===== config.mk =====
export PLATFORM = sky130hd
export DESIGN_NAME = push_sw_event
export DESIGN_NICKNAME = d
export VERILOG_FILES = /design/src/rtl/push_sw_pkg.sv /design/src/rtl/push_sw_chan.sv /design/src/rtl/push_sw_event.sv
export SDC_FILE = /design/constraint.sdc
export NUM_CORES = 1
export LEC_CHECK = 0
export BUFFER_PORTS_ARGS = -buffer_cell sky130_fd_sc_hd__buf_4
export CAP_MARGIN = 20
export CORE_MARGIN = 2
export CORE_UTILIZATION = 52
export DETAILED_ROUTE_END_ITERATION = 7
export PLACE_DENSITY = 0.72
export SLEW_MARGIN = 40
export SYNTH_ARGS = -nofsm -noshare
export SYNTH_HDL_FRONTEND = slang
export SYNTH_SLANG_ARGS = --single-unit
export TNS_END_PERCENT = 50

===== constraint.sdc =====
create_clock -name iSysClk -period 1.35 [get_ports iSysClk]
set_clock_uncertainty 0.1 [all_clocks]
set_input_delay 0.2025 -clock iSysClk [delete_from_list [all_inputs] [get_ports iSysClk]]
set_output_delay 0.2025 -clock iSysClk [all_outputs]
set_load 0.01 [all_outputs]

===== src/rtl/push_sw_pkg.sv =====
// Shared event types for the push/DIP switch reader.
package push_sw_pkg;

   typedef enum logic [1:0] {
      EVT_PRESS   = 2'b00,
      EVT_RELEASE = 2'b01,
      EVT_LONG    = 2'b10
   } evt_type_e;

   typedef struct packed {
      logic      full;
      evt_type_e typ;
   } evt_slot_t;

   localparam evt_slot_t SLOT_EMPTY = '{full: 1'b0, typ: EVT_PRESS};

endpackage


===== src/rtl/push_sw_chan.sv =====
// One switch channel: synchroniser, debounce, stable level and a one-cycle event strobe.
// Optional long-press hold counter when PUSH_SW_LONG_EN is defined.
module push_sw_chan
   import push_sw_pkg::*;
#(
   parameter int DEBOUNCE_CYC = 16,
   parameter int LONG_CYC     = 1000,
   parameter int ACTIVE_LOW   = 0
) (
   input  logic       clk,
   input  logic       rst,
   input  logic       sw_pin,
   output logic       level,
   output logic       evt,
   output logic [1:0] evt_type
);

   localparam int CNT_W = $clog2(DEBOUNCE_CYC);

   logic             sync_1;
   logic             sync_2;
   logic             synced;
   logic             stable;
   logic [CNT_W-1:0] cnt;
   logic             db_done;

   assign synced  = (ACTIVE_LOW != 0) ? ~sync_2 : sync_2;
   assign db_done = (synced != stable) && (cnt == CNT_W'(DEBOUNCE_CYC - 1));
   assign level   = stable;

   always_ff @(posedge clk or posedge rst) begin
      if (rst) begin
         sync_1 <= 1'b0;
         sync_2 <= 1'b0;
         stable <= 1'b0;
         cnt    <= '0;
      end else begin
         sync_1 <= sw_pin;
         sync_2 <= sync_1;
         if (synced == stable) begin
            cnt <= '0;
         end else if (db_done) begin
            stable <= synced;
            cnt    <= '0;
         end else begin
            cnt <= cnt + 1'b1;
         end
      end
   end

`ifdef PUSH_SW_LONG_EN
   localparam int HOLD_W = $clog2(LONG_CYC + 1);

   logic [HOLD_W-1:0] hold;
   logic              long_hit;

   // Saturating at LONG_CYC makes the long-press strobe fire once per press.
   assign long_hit = stable && (hold == HOLD_W'(LONG_CYC - 1));

   always_ff @(posedge clk or posedge rst) begin
      if (rst) begin
         hold <= '0;
      end else if (!stable) begin
         hold <= '0;
      end else if (hold != HOLD_W'(LONG_CYC)) begin
         hold <= hold + 1'b1;
      end
   end

   // A release landing on the long-press cycle wins; the press is over anyway.
   always_comb begin
      evt      = db_done | long_hit;
      evt_type = EVT_LONG;
      if (db_done) evt_type = synced ? EVT_PRESS : EVT_RELEASE;
   end
`else
   assign evt      = db_done;
   assign evt_type = synced ? EVT_PRESS : EVT_RELEASE;
`endif

endmodule


===== src/rtl/push_sw_event.sv =====
// Switch reader top: per-channel debounce, pending event slots, fixed-priority pick
// and a valid/ready output register. Long-press events exist only with PUSH_SW_LONG_EN.
module push_sw_event
   import push_sw_pkg::*;
#(
   parameter int NSW          = 4,
   parameter int DEBOUNCE_CYC = 16,
   parameter int LONG_CYC     = 1000,
   parameter int ACTIVE_LOW   = 0
) (
   input  logic                    iSysClk,
   input  logic                    iSysRst,
   input  logic [NSW-1:0]          iSw,
   output logic [NSW-1:0]          oSwLevel,
   output logic                    oEvtValid,
   input  logic                    iEvtReady,
   output logic [1+$clog2(NSW):0]  oEvtCode,
   output logic                    oOverflow
);

   localparam int IDX_W = $clog2(NSW);

   logic [NSW-1:0]   ch_evt;
   logic [1:0]       ch_type [NSW];
   evt_slot_t        slot    [NSW];
   logic [NSW-1:0]   take;
   logic             any_full;
   logic             load;
   logic [IDX_W-1:0] pick;

   for (genvar g = 0; g < NSW; g++) begin : g_chan
      push_sw_chan #(
         .DEBOUNCE_CYC (DEBOUNCE_CYC),
         .LONG_CYC     (LONG_CYC),
         .ACTIVE_LOW   (ACTIVE_LOW)
      ) u_chan (
         .clk      (iSysClk),
         .rst      (iSysRst),
         .sw_pin   (iSw[g]),
         .level    (oSwLevel[g]),
         .evt      (ch_evt[g]),
         .evt_type (ch_type[g])
      );
   end

   // Scan from the top so the lowest-index full slot is the one left in pick.
   always_comb begin
      pick     = '0;
      any_full = 1'b0;
      for (int i = NSW - 1; i >= 0; i--) begin
         if (slot[i].full) begin
            pick     = IDX_W'(i);
            any_full = 1'b1;
         end
      end
   end

   assign load = (!oEvtValid || iEvtReady) && any_full;

   always_comb begin
      take = '0;
      for (int i = 0; i < NSW; i++) take[i] = load && (pick == IDX_W'(i));
   end

   always_ff @(posedge iSysClk or posedge iSysRst) begin
      if (iSysRst) begin
         for (int i = 0; i < NSW; i++) slot[i] <= SLOT_EMPTY;
         oOverflow <= 1'b0;
      end else begin
         for (int i = 0; i < NSW; i++) begin
            if (ch_evt[i]) begin
               if (slot[i].full && !take[i]) oOverflow <= 1'b1;
               else slot[i] <= '{full: 1'b1, typ: evt_type_e'(ch_type[i])};
            end else if (take[i]) begin
               slot[i].full <= 1'b0;
            end
         end
      end
   end

   always_ff @(posedge iSysClk or posedge iSysRst) begin
      if (iSysRst) begin
         oEvtValid <= 1'b0;
         oEvtCode  <= '0;
      end else if (load) begin
         oEvtValid <= 1'b1;
         oEvtCode  <= {slot[pick].typ, pick};
      end else if (iEvtReady) begin
         oEvtValid <= 1'b0;
      end
   end

endmodule


==> summary.txt <==
Die
  – Die W: 62.19 um
  – Core area: roughly 0.0033 mm2
  – Die H: 62.19 um
  – Die area: 0.003867 mm2
  – Num ports: 17
  – Initial Util: 53.60%
  – Row cnt: 21

Cells and area
  – Antenna diodes: 0
  – Final Instance Area: 0.002293 mm2
  – Most frequent cells in the layout: 38 x dfrtp_1, 37 x buf_4, 16 x a21oi_1
  – Final #Nets: approximately 210
  – Layout cell share with drive strength beyond 1: between 30% and 40%
  – Layout Area Growth over Synthesis: 30.28%
  – Commonest non-fill, non-tap cell in the layout: dfrtp_1
  – Final core utilization: 69.83%

Clock tree
  – Num CTS Buffers: 5
  – Clock latency on the worst-skew pair: 0.34 ns
  – Sink Count: 41
  – CTS Buffer Depth: 2
  – CTS tree: built
  – Depth of the CTS H-tree: 2
  – Worst-path clk slew: 0.11 ns
  – Root Driver: clkbuf_4

Setup path
  – R2r worst-path depth: 3
  – Crit path DAT: 1.53 ns
  – Crit. End Element: flip-flop
  – Crit Path Class: reg -> reg
  – Largest fanout on the critical path: 4
  – Crit-path leading delay family: compound AO/OA/AOI/OAI gates
  – CP Cell Sequence: o41ai_4, buf_4, o221ai_2
  – Crit path largest cell delay: approximately 0.47 ns
  – Crit-path slowest cell: dfrtp_2
  – Critical Path Stages: 3
  – Register-to-register setup slack: -0.06 ns
  – Worst Setup Start Kind: flip-flop
  – Buf/Inv on CP: 1
  – CP required: 1.47 ns

Flow run
  – Max-cap violations: 0

Placement
  – GPL Wtd Cong: approximately 0.82
  – Post-DP HPWL: 2250 um
  – PortBufs: 15
  – Placed Area: 0.002021 mm2

GRT
  – Total gr overflow: 0
  – Vias in the first global route: between 1k and 1.5k
  – Initial antenna violation count: 0
  – Largest net degree at the start of global routing: 42
  – GRT Total Usage: between 10% and 20%
  – First-pass GRT wire length: 5382 um

Timing
  – Hold Violations, Final: 0
  – Setup TNS after final layout: -0.09319 ns
  – Max Clock Freq: 709.0 MHz
  – RSZ-0062 raised after global routing: yes
  – Final hold slack: 0.08676 ns
  – Slew Limit Fails: 0
  – Final setup vio count: 2
  – Min cycle time layout: about 1.4 ns
  – Post-route setup slack: -0.06053 ns
  – Final Cycle Share: 104.5%

Routing
  – Initial DRC count: 55
  – Vias per inst: around 5.3
  – Total Wirelength: between 3000 and 4000 um
  – Antenna-violating nets left: 0
  – DRT Pass-1 Iters: 4
  – Via Count: 1291
  – DRC errors left: 0
  – DR WL/cell: 13.53 um

Pwr
  – Pwr dens: 966.1 mW/mm2
  – Leak Pwr: 1.047 nW
  – Peak VDD IR: 0.6794 mV

Yosys
  – Post-synthesis average cell area: roughly 12 um2
  – Async SR Flop Fraction: 100.0%
  – Synth cell types: 34
  – Seq/Total Area, Yosys: between 50% and 60%
  – Syn nets: 163
  – FF+latch count, synth: 41
  – Synthesis warning total: 0
  – Synthesized instance count: 152
  – Number of flops mapped to enable cells by yosys: 0
  – Synth Cell Area: approximately 0.0018 mm2
  – Ys flop type: dfrtp_1

Hold path
  – Hold Crit Class: in -> reg
  – WHS Path Cells: 3

Status
  – Status: finished, violations left
  – Failing checks: negative setup slack
-- tightest hold or removal path: stages --
cell and delay, ns:
buf_4 0.11, nand2b_1 0.13, nand2_1 0.05
-- worst paths after layout --
check,from,endpoint
max in group asynchronous,iSysRst,slot[8]
hold / removal,iEvtReady,oEvtValid
setup / recovery,slot[8],oOverflow
hold reg to reg,g_chan[2].u_chan.sync_1,g_chan[2].u_chan.sync_2
setup reg to reg,slot[8],oOverflow
min in group asynchronous,iSysRst,g_chan[2].u_chan.cnt[1]
-- where the power goes --
group / switching (mW) / internal [mW] / leakage [nW] / total (mW)
registers: 0.0518 / 1.29 / 0.532 / 1.34
logic: 0.121 / 0.151 / 0.484 / 0.272
clock network: 0.352 / 0.246 / 0.0314 / 0.598
-- flip-flops by register name, indices dropped and copies added, names as in the netlist --
register and count:
oEvtCode 3, g_chan.u_chan.sync_1 4, oEvtValid 1, g_chan.u_chan.cnt 16
g_chan.u_chan.sync_2 4, oOverflow 1, g_chan.u_chan.level 4, slot 8
-- cell usage after synthesis, types with 3 or more instances --
master	count	share of area, %
ha_1	4	2.8
inv_1	4	0.85
nand3_1	4	1.1
a21oi_1	16	4.5
a31oi_1	5	1.8
buf_4	6	2.6
xnor2_1	8	4.0
nand4b_1	3	1.5
dfrtp_1	41	58
nor3b_1	3	1.3
nand2_1	5	1.1
mux2_2	4	2.6
nor2_1	16	3.4
o21ai_0	7	2.0
-- layout make-up --
type                            instances  area, um2
Timing Repair Buffer                   46      390.4
Tap cell                               46      57.56
Fill cell                             250      991.0
Sequential cell                        41       1030
Inverter                                4      15.01
Multi-Input combinational cell         99      745.7
Clock buffer                            7      55.05
-- stage by stage --
stage,total power [mW],setup WS (ns),instances
after global placement,1.589,0.01341,224
after detailed placement,1.613,-0.08691,224
after CTS,2.229,-0.02680,237
final,2.216,-0.06053,243
after global routing,2.325,-0.09910,243
after floorplan,1.481,0.001987,152
-- per-layer routing --
layer  GRT usage (%)  part of all wire [%]  up-vias  wire [um]
met1           19.26                    39      647       1291
met4           5.833                   1.6        0         51
met3           5.797                   4.0        5        130
li1                -                     -      616          -
met5               0                     0        -          0
met2           33.42                    55       23       1813
-- kinds of logic (layout without fill, tap and decap cells) --
family / Yosys count / after routing / synth area share [%]
flops: 41 / 41 / 58.28
simple gates: 41 / 42 / 12.37
compound gates: 40 / 40 / 14.78
buf+inv: 13 / 57 / 4.974
xor+xnor: 8 / 8 / 3.980
fa+ha+maj: 4 / 4 / 2.843
mux: 4 / 4 / 2.558
other cells: 1 / 1 / 0.2130
-- repair_timing --
item,in CTS,in global routing
hold endpoints to repair,45,0
resized for setup,7,16
pin swaps,0,9
hold buffers,5,0
cloned,0,1
setup endpoints to repair,5,14
setup buffers,1,5
Power figures use the tool's default switching activity.
